--- src/rtl/matrix_a_sequencer.sv ---
// Walks the KxK index space of matrix A, builds each XOF message from rho and
// the index bytes, and launches the polynomial generator once per entry.
module matrix_a_sequencer #(
   parameter int K          = 3,
   parameter int POLY_WORDS = 32
) (
   input  logic           clk,
   input  logic           rst,
   input  logic           start,
   input  logic           transpose,
   input  logic [255:0]   rho,
   input  logic           gen_finish,
   input  logic           abort,
   output logic [0:271]   M,
   output logic           gen_active,
   output logic [8:0]     ram_w_start_offset,
   output logic [1:0]     row,
   output logic [1:0]     col,
   output logic           busy,
   output logic           done
);

   typedef enum logic [2:0] {
      S_IDLE,
      S_LAUNCH,
      S_WAIT,
      S_ADVANCE,
      S_DONE
   } state_t;

   localparam logic [1:0] LAST_IDX = 2'(K - 1);

   state_t       state;
   state_t       state_nxt;
   logic [255:0] rho_q;
   logic         transpose_q;
   logic [1:0]   row_nxt;
   logic [1:0]   col_nxt;

   function automatic logic [0:271] build_msg(input logic [255:0] seed,
                                              input logic         tr,
                                              input logic [1:0]   r,
                                              input logic [1:0]   c);
      logic [7:0] rb;
      logic [7:0] cb;
      rb = {6'b0, r};
      cb = {6'b0, c};
      return tr ? {seed, rb, cb} : {seed, cb, rb};
   endfunction

   function automatic logic [8:0] calc_offset(input logic [1:0] r,
                                              input logic [1:0] c);
      int unsigned idx;
      idx = (32'(r) * 32'(K) + 32'(c)) * 32'(POLY_WORDS);
      return 9'(idx);
   endfunction

   always_ff @(posedge clk or negedge rst) begin
      if (!rst) begin
         state <= S_IDLE;
      end else begin
         state <= state_nxt;
      end
   end

   always_comb begin
      state_nxt = state;
      case (state)
         S_IDLE:    if (start) state_nxt = S_LAUNCH;
         S_LAUNCH:  state_nxt = S_WAIT;
         S_WAIT: begin
            if (gen_finish) begin
               state_nxt = (row == LAST_IDX && col == LAST_IDX) ? S_DONE : S_ADVANCE;
            end
         end
         S_ADVANCE: state_nxt = S_LAUNCH;
         S_DONE:    state_nxt = S_IDLE;
         default:   state_nxt = S_IDLE;
      endcase
      // abort overrides everything, including a same-cycle gen_finish
      if (abort && state != S_IDLE) begin
         state_nxt = S_IDLE;
      end
   end

   always_comb begin
      row_nxt = row;
      col_nxt = col + 2'd1;
      if (col == LAST_IDX) begin
         col_nxt = '0;
         row_nxt = row + 2'd1;
      end
   end

   // Output flags are registered copies of the upcoming state.
   always_ff @(posedge clk or negedge rst) begin
      if (!rst) begin
         rho_q              <= '0;
         transpose_q        <= 1'b0;
         row                <= '0;
         col                <= '0;
         M                  <= '0;
         ram_w_start_offset <= '0;
         gen_active         <= 1'b0;
         busy               <= 1'b0;
         done               <= 1'b0;
      end else begin
         gen_active <= (state_nxt == S_LAUNCH);
         busy       <= (state_nxt != S_IDLE);
         done       <= (state_nxt == S_DONE);
         if (state == S_IDLE && start) begin
            rho_q              <= rho;
            transpose_q        <= transpose;
            row                <= '0;
            col                <= '0;
            M                  <= build_msg(rho, transpose, 2'd0, 2'd0);
            ram_w_start_offset <= '0;
         end else if (state == S_ADVANCE && !abort) begin
            row                <= row_nxt;
            col                <= col_nxt;
            M                  <= build_msg(rho_q, transpose_q, row_nxt, col_nxt);
            ram_w_start_offset <= calc_offset(row_nxt, col_nxt);
         end
      end
   end

   a_launch_single: assert property (@(posedge clk) disable iff (!rst)
      gen_active |=> !gen_active);

   a_offset_in_range: assert property (@(posedge clk) disable iff (!rst)
      gen_active |-> (32'(ram_w_start_offset) < 32'(K * K * POLY_WORDS)));

   a_done_last: assert property (@(posedge clk) disable iff (!rst)
      done |-> (row == LAST_IDX && col == LAST_IDX));

endmodule

--- config.mk ---
export PLATFORM = sky130hd
export DESIGN_NAME = matrix_a_sequencer
export DESIGN_NICKNAME = d
export VERILOG_FILES = /design/src/rtl/matrix_a_sequencer.sv
export SDC_FILE = /design/constraint.sdc
export NUM_CORES = 1
export LEC_CHECK = 0
export ABC_CLOCK_PERIOD_IN_PS = 2600
export CAP_MARGIN = 10
export CORE_UTILIZATION = 35
export DETAILED_ROUTE_END_ITERATION = 6
export DONT_BUFFER_PORTS = 1
export PLACE_DENSITY = 0.6
export SLEW_MARGIN = 20
export SYNTH_ARGS = -nofsm -noshare
export SYNTH_HDL_FRONTEND = slang
export SYNTH_SLANG_ARGS = --single-unit
--- constraint.sdc ---
create_clock -name clk -period 2.6 [get_ports clk]
set_clock_uncertainty 0.15 [all_clocks]
set_input_delay 0.26 -clock clk [delete_from_list [all_inputs] [get_ports clk]]
set_output_delay 0.26 -clock clk [all_outputs]
set_load 0.01 [all_outputs]
### Word-level counts from Yosys, hierarchy flattened

Index checks and enable logic that the tools add are counted.

* add/sub/neg operators: 3
* $mul: 1
* equal/unequal tests: 7
* mux-type cells: 16
* reduce and logical (&&, ||, !) cells: 9

Operators with widths (number)
* two-way mux 272 bit: 2
* two-way mux 9 bit: 2
* two-way mux 2 bit: 6
* two-way mux 3 bit: 4
* one-hot mux 3 bit (4 select lines): 1
* two-way mux 10 bit: 1
* equality test 3 x 1 -> 1 bit, second input constant: 2
* equality test 3 x 2 -> 1 bit, second input constant: 2
* nonzero test 3 bit: 2
* adder 2 x 1 -> 2 bit, second input constant: 2
* adder 4 x 2 -> 4 bit: 1
* equality test 2 bit, second input constant: 2
* logical AND 1 bit: 4
* multiplier 2 x 2 -> 4 bit, second input constant: 1
* equality test 3 bit, second input constant: 1
* zero test 3 bit: 1
* nonzero test 2 bit: 1
* zero test 1 bit: 1

* register bits: 548
* output and inout bits: 288

### Logic depth before layout (Yosys ltp)

* depth after elaboration: 7
* depth in mapped cells: 9
* gate-level depth less buffers: 9

### Worst setup path after synthesis

No wires, ideal clock.

* path type: register to register
* from: register row[0]
* to: register ram_w_start_offset[7]
* library setup time: 0.121 ns
* arrival: 2.391 ns
* slack: -0.062 ns
* stages on the path, launching flop included: 10
* buffers on the path: 0
* clock period less this slack: 2.662 ns
* path through: dfrtp_1 > inv_1 > ha_1 > nor3b_1 > a21oi_1 > fa_1 > inv_1 > ha_1 > fa_1 > a22o_1

* longest elaborated chain between the ends: 6

Ends and longest elaborated chain
* from (decl): RTL line 17 `output logic [1:0] row,`
* from (signal assigned): RTL line 119 `row <= row_nxt;`
* adder 2 x 1 -> 2 bit: RTL line 91 `row_nxt = row + 2'd1;`
* two-way mux 2 bit *: RTL line 89 `if (col == LAST_IDX) begin`
* multiplier 2 x 2 -> 4 bit *: RTL line 54 `idx = (32'(r) * 32'(K) + 32'(c)) * 32'(POLY_WORDS);`
* adder 4 x 2 -> 4 bit *: RTL line 54
* two-way mux 9 bit *: RTL line 118 `end else if (state == S_ADVANCE && !abort) begin`
* two-way mux 9 bit *: RTL line 111 `if (state == S_IDLE && start) begin`
* to (signal assigned): RTL line 122 `ram_w_start_offset <= calc_offset(row_nxt, col_nxt);`
* to (decl): RTL line 16 `output logic [8:0] ram_w_start_offset,`

Every way passes the cells marked *; elsewhere a longest branch is shown, timed or not. The select of a mux whose other input is x is not followed.
A chain may end at the register's enable or synchronous reset.

### Final worst setup path

Ends and elaborated chain as after synthesis.

==> flow_summary.ini <==
[outcome]
status = finished with violations
violations = design-rule violations, negative hold slack

[drt]
routed_wl_mm = 46.2
ant_nets = 0
dr.pass1.iters = 7
drt_iter0_markers = 394
post_drt_wl_per_cell_microns = 20.0
drc_errors = 34
via_per_inst = 4.64
vias = 10694

[layout]
multi_input_area_sq_um = 7060
drive_gt1_share_pct = 43.0
final_util_pct = 44.5
n_fill_cell = 5117
seqCellArea_sq_um = 13300
stdcell_count = 2305
syn2layout_area_growth_pct = 25.5
layout.nets = 1759

[timing]
setup_violations = 0
slew_headroom_pct = 35.9
final-max-slew-violation-count = 0
post-route-min-period_ns = 2.58
fin_crit_sh_pct = 99.1
rsz0062_at_grt = true
hold_viol_final = 531
fmax_mhz = 388
holdWs_ns = -0.775
worst_pin_slew_ns = 0.961

[critical_path]
worstReg2RegEnd = ram_w_start_offset[7]
crit_buf_inv = 2
timing.critical_path.from = row[0]
cp_max_fo = 2
crit_required_ns = 2.91
cp-start-kind = flop
cp_top_family = adder cells
r2r_slack_ns = 0.02
timing.rr.start = row[0]
slowest_stage = fa_1
critPathKind = reg -> reg
cp_num_cells = 9
cpPeakStageDelay_ns = 0.52
arrival_ns = 2.89
cp_cell_sequence = inv_2 > ha_4 > nor3b_4 > a21oi_2 > fa_1 > inv_1 > ha_2 > fa_2 > a22o_1
crit_path_end = ram_w_start_offset[7]
r2r_cells = 9
critPathCaptureType = flop

[cts]
cts_tree = built
clk_pin_slew_worst_paths_ns = 0.06
cts_inserted_buffers = 55
cts-root-buf = clkbuf_16
hold_buffers = 262
ctsLongestPathBuffers = 3
cts.sinks = 531
cts_max_level = 2
insertion_delay_ns = 0.58

[synthesis]
synth_compound_area_share_pct = 0.791
muxShareOfSynthArea_pct = 31.1
netlist_area_sq_um = 21000
synth_largest_area_cell = dfrtp_1
async_flop_share_pct = 100
yosys.area_share.xor_xnor_pct = 0.0416
synth.top_cell.area_share_pct = 63.2
syn-instance-count = 1180
synthTopCellsByArea = dfrtp_1 (63%), mux2_2 (17%), mux2_4 (14%)
synth_fa_ha_area_share_pct = 0.369
synth_top_family_by_area = multiplexers
synth_edf_count = 0
ys_seq_area_share_pct = 63.2
synth-seq-cells = 531
ys_warn_count = 0
synth_flop_cell = dfrtp_1
synth_area_per_cell_sq_um = 17.8
synth.distinct_cells = 35
synth-simple-area-share_pct = 0.749

[global_route]
grt_antenna_before_repair = 1
first_global_vias = 11864
grt_pass1_wl_mm = 70.1
grt_max_degree = 532
gr-total-overflow = 0
grt_usage_pct = 14.6

[die]
die_area_sq_um = 61100
die_h_microns = 247
fp-row-count = 89
coreArea_sq_um = 59200
io_pins = 550
die_w_microns = 247
initial_core_util_pct = 35.5

[power]
vdd_drop_max_v = 0.000716
leakagePower_nw = 11.5
power.density_nw_per_um2 = 1340

[place]
post-dp-hpwl_mm = 30.6
dp.cells = 1942
portBuffers = 0
gp_congestion = 0.786

[worst_hold_path]
min_path_type = in -> async

[flow_run]
drv_cap = 0
## worst register-to-register path, delay by kind of cell (launching register included)
kind	cells	cell delay [ns]
flip-flops	1	0.38
AO/OA/AOI/OAI	2	0.25
adder cells (fa/ha/maj)	4	1.36
buffers and inverters	2	0.14
AND/OR/NAND/NOR	1	0.18
## synthesized netlist by cell type, drive strengths merged (2+ instances only)
library cell	instances
a21oi	4
a22o	8
and2	2
buf	71
clkbuf	5
dfrtp	531
fa	2
ha	3
inv	6
mux2	513
nand2	2
nand2b	3
nor2	5
nor2b	2
nor3	2
nor3b	3
o21ai	4
o2bb2ai	3
## area by class of cell
cell class,count,area share [%]
sequential,531,50.4
multi-input combinational,583,26.8
timing repair buffer,315,12.1
clock buffer,87,6.44
tap,773,3.67
clock inverter,9,0.484
inverter,6,0.185
antenna,1,0.00948
## sequential cells by signal, indices dropped and copies added (netlist names)
| register | count |
|---|---|
| ram_w_start_offset | 4 |
| done | 1 |
| gen_active | 1 |
| M | 260 |
| transpose_q | 1 |
| busy | 1 |
| rho_q | 256 |
| state | 3 |
| col | 2 |
| row | 2 |
## stage by stage
step                worst slack (ns)  total power [mW]  area (sq um)  TNS [ns]
floorplan                    -0.0471              25.0         21100   -0.0471
CTS                           0.0131              35.7         26400         0
finish                        0.0234              35.4         26400         0
detailed placement           -0.0454              27.3         21900   -0.0479
global route                 -0.0839              37.2         26400    -0.211
global placement              0.0442              26.9         21900         0
## how the worst min path moves through the flow
stage | start | endpoint | slack, ns | depth (start not counted)
2_1_floorplan | rst | M[0] | -0.19 | 0
3_3_place_gp | rst | M[75] | -0.17 | 0
3_5_place_dp | rst | M[75] | -0.17 | 0
4_1_cts | rst | rho_q[189] | -0.82 | 0
5_1_grt | rst | M[72] | -0.82 | 0
6_report | rst | M[137] | -0.78 | 0
## kinds of logic after synthesis
group                      after synthesis
buffers and inverters                   82
muxes                                  514
and+or+nand+nor                         24
xor gates and xnor gates                 1
adders and majority gates                5
DFF                                    531
other                                    1
AOI/OAI and AO/OA                       22
## layout by cell type (no fill, tap or decap), drive strengths merged, types with 2 or more instances in the layout
| cell type | count |
|---|---|
| dfrtp | 531 |
| mux2 | 513 |
| dlygate4sd3 | 262 |
| clkbuf | 87 |
| buf | 53 |
| conb | 17 |
| a22o | 8 |
| nor2 | 5 |
| inv | 5 |
| o21ai | 4 |
| a21oi | 4 |
| clkinv | 4 |
| nand2b | 3 |
| o2bb2ai | 3 |
| clkinvlp | 3 |
| bufinv | 3 |
| nor3b | 3 |
| ha | 3 |
| nor2b | 2 |
| nor3 | 2 |
| and2 | 2 |
| nand2 | 2 |
| fa | 2 |
## timing repair
item,in CTS,in global routing
setup buffers,2,2
resized for setup,2,3
pin swaps,5,3
hold endpoints to repair,1056,531
gates cloned,0,0
endpoints found under the setup margin,2,188
## routing by layer
metal  track usage [%]  vias up  part of all wire [%]
li1                  -     4729                     -
met1              16.9     5514                    38
met2              24.7      382                    50
met3              5.57       69                   9.6
met4              4.63        0                   2.4
met5                 0        -                     0
## report_power, final
group / switching, mW / total [mW] / leakage, nW / internal, mW
logic: 4.12 / 11.5 / 4.34 / 7.33
registers: 3.47 / 16.0 / 6.25 / 12.5
clock network: 3.17 / 7.91 / 0.889 / 4.74
total: 10.8 / 35.4 / 11.5 / 24.6
No activity file was read; power rests on OpenSTA's default activity.
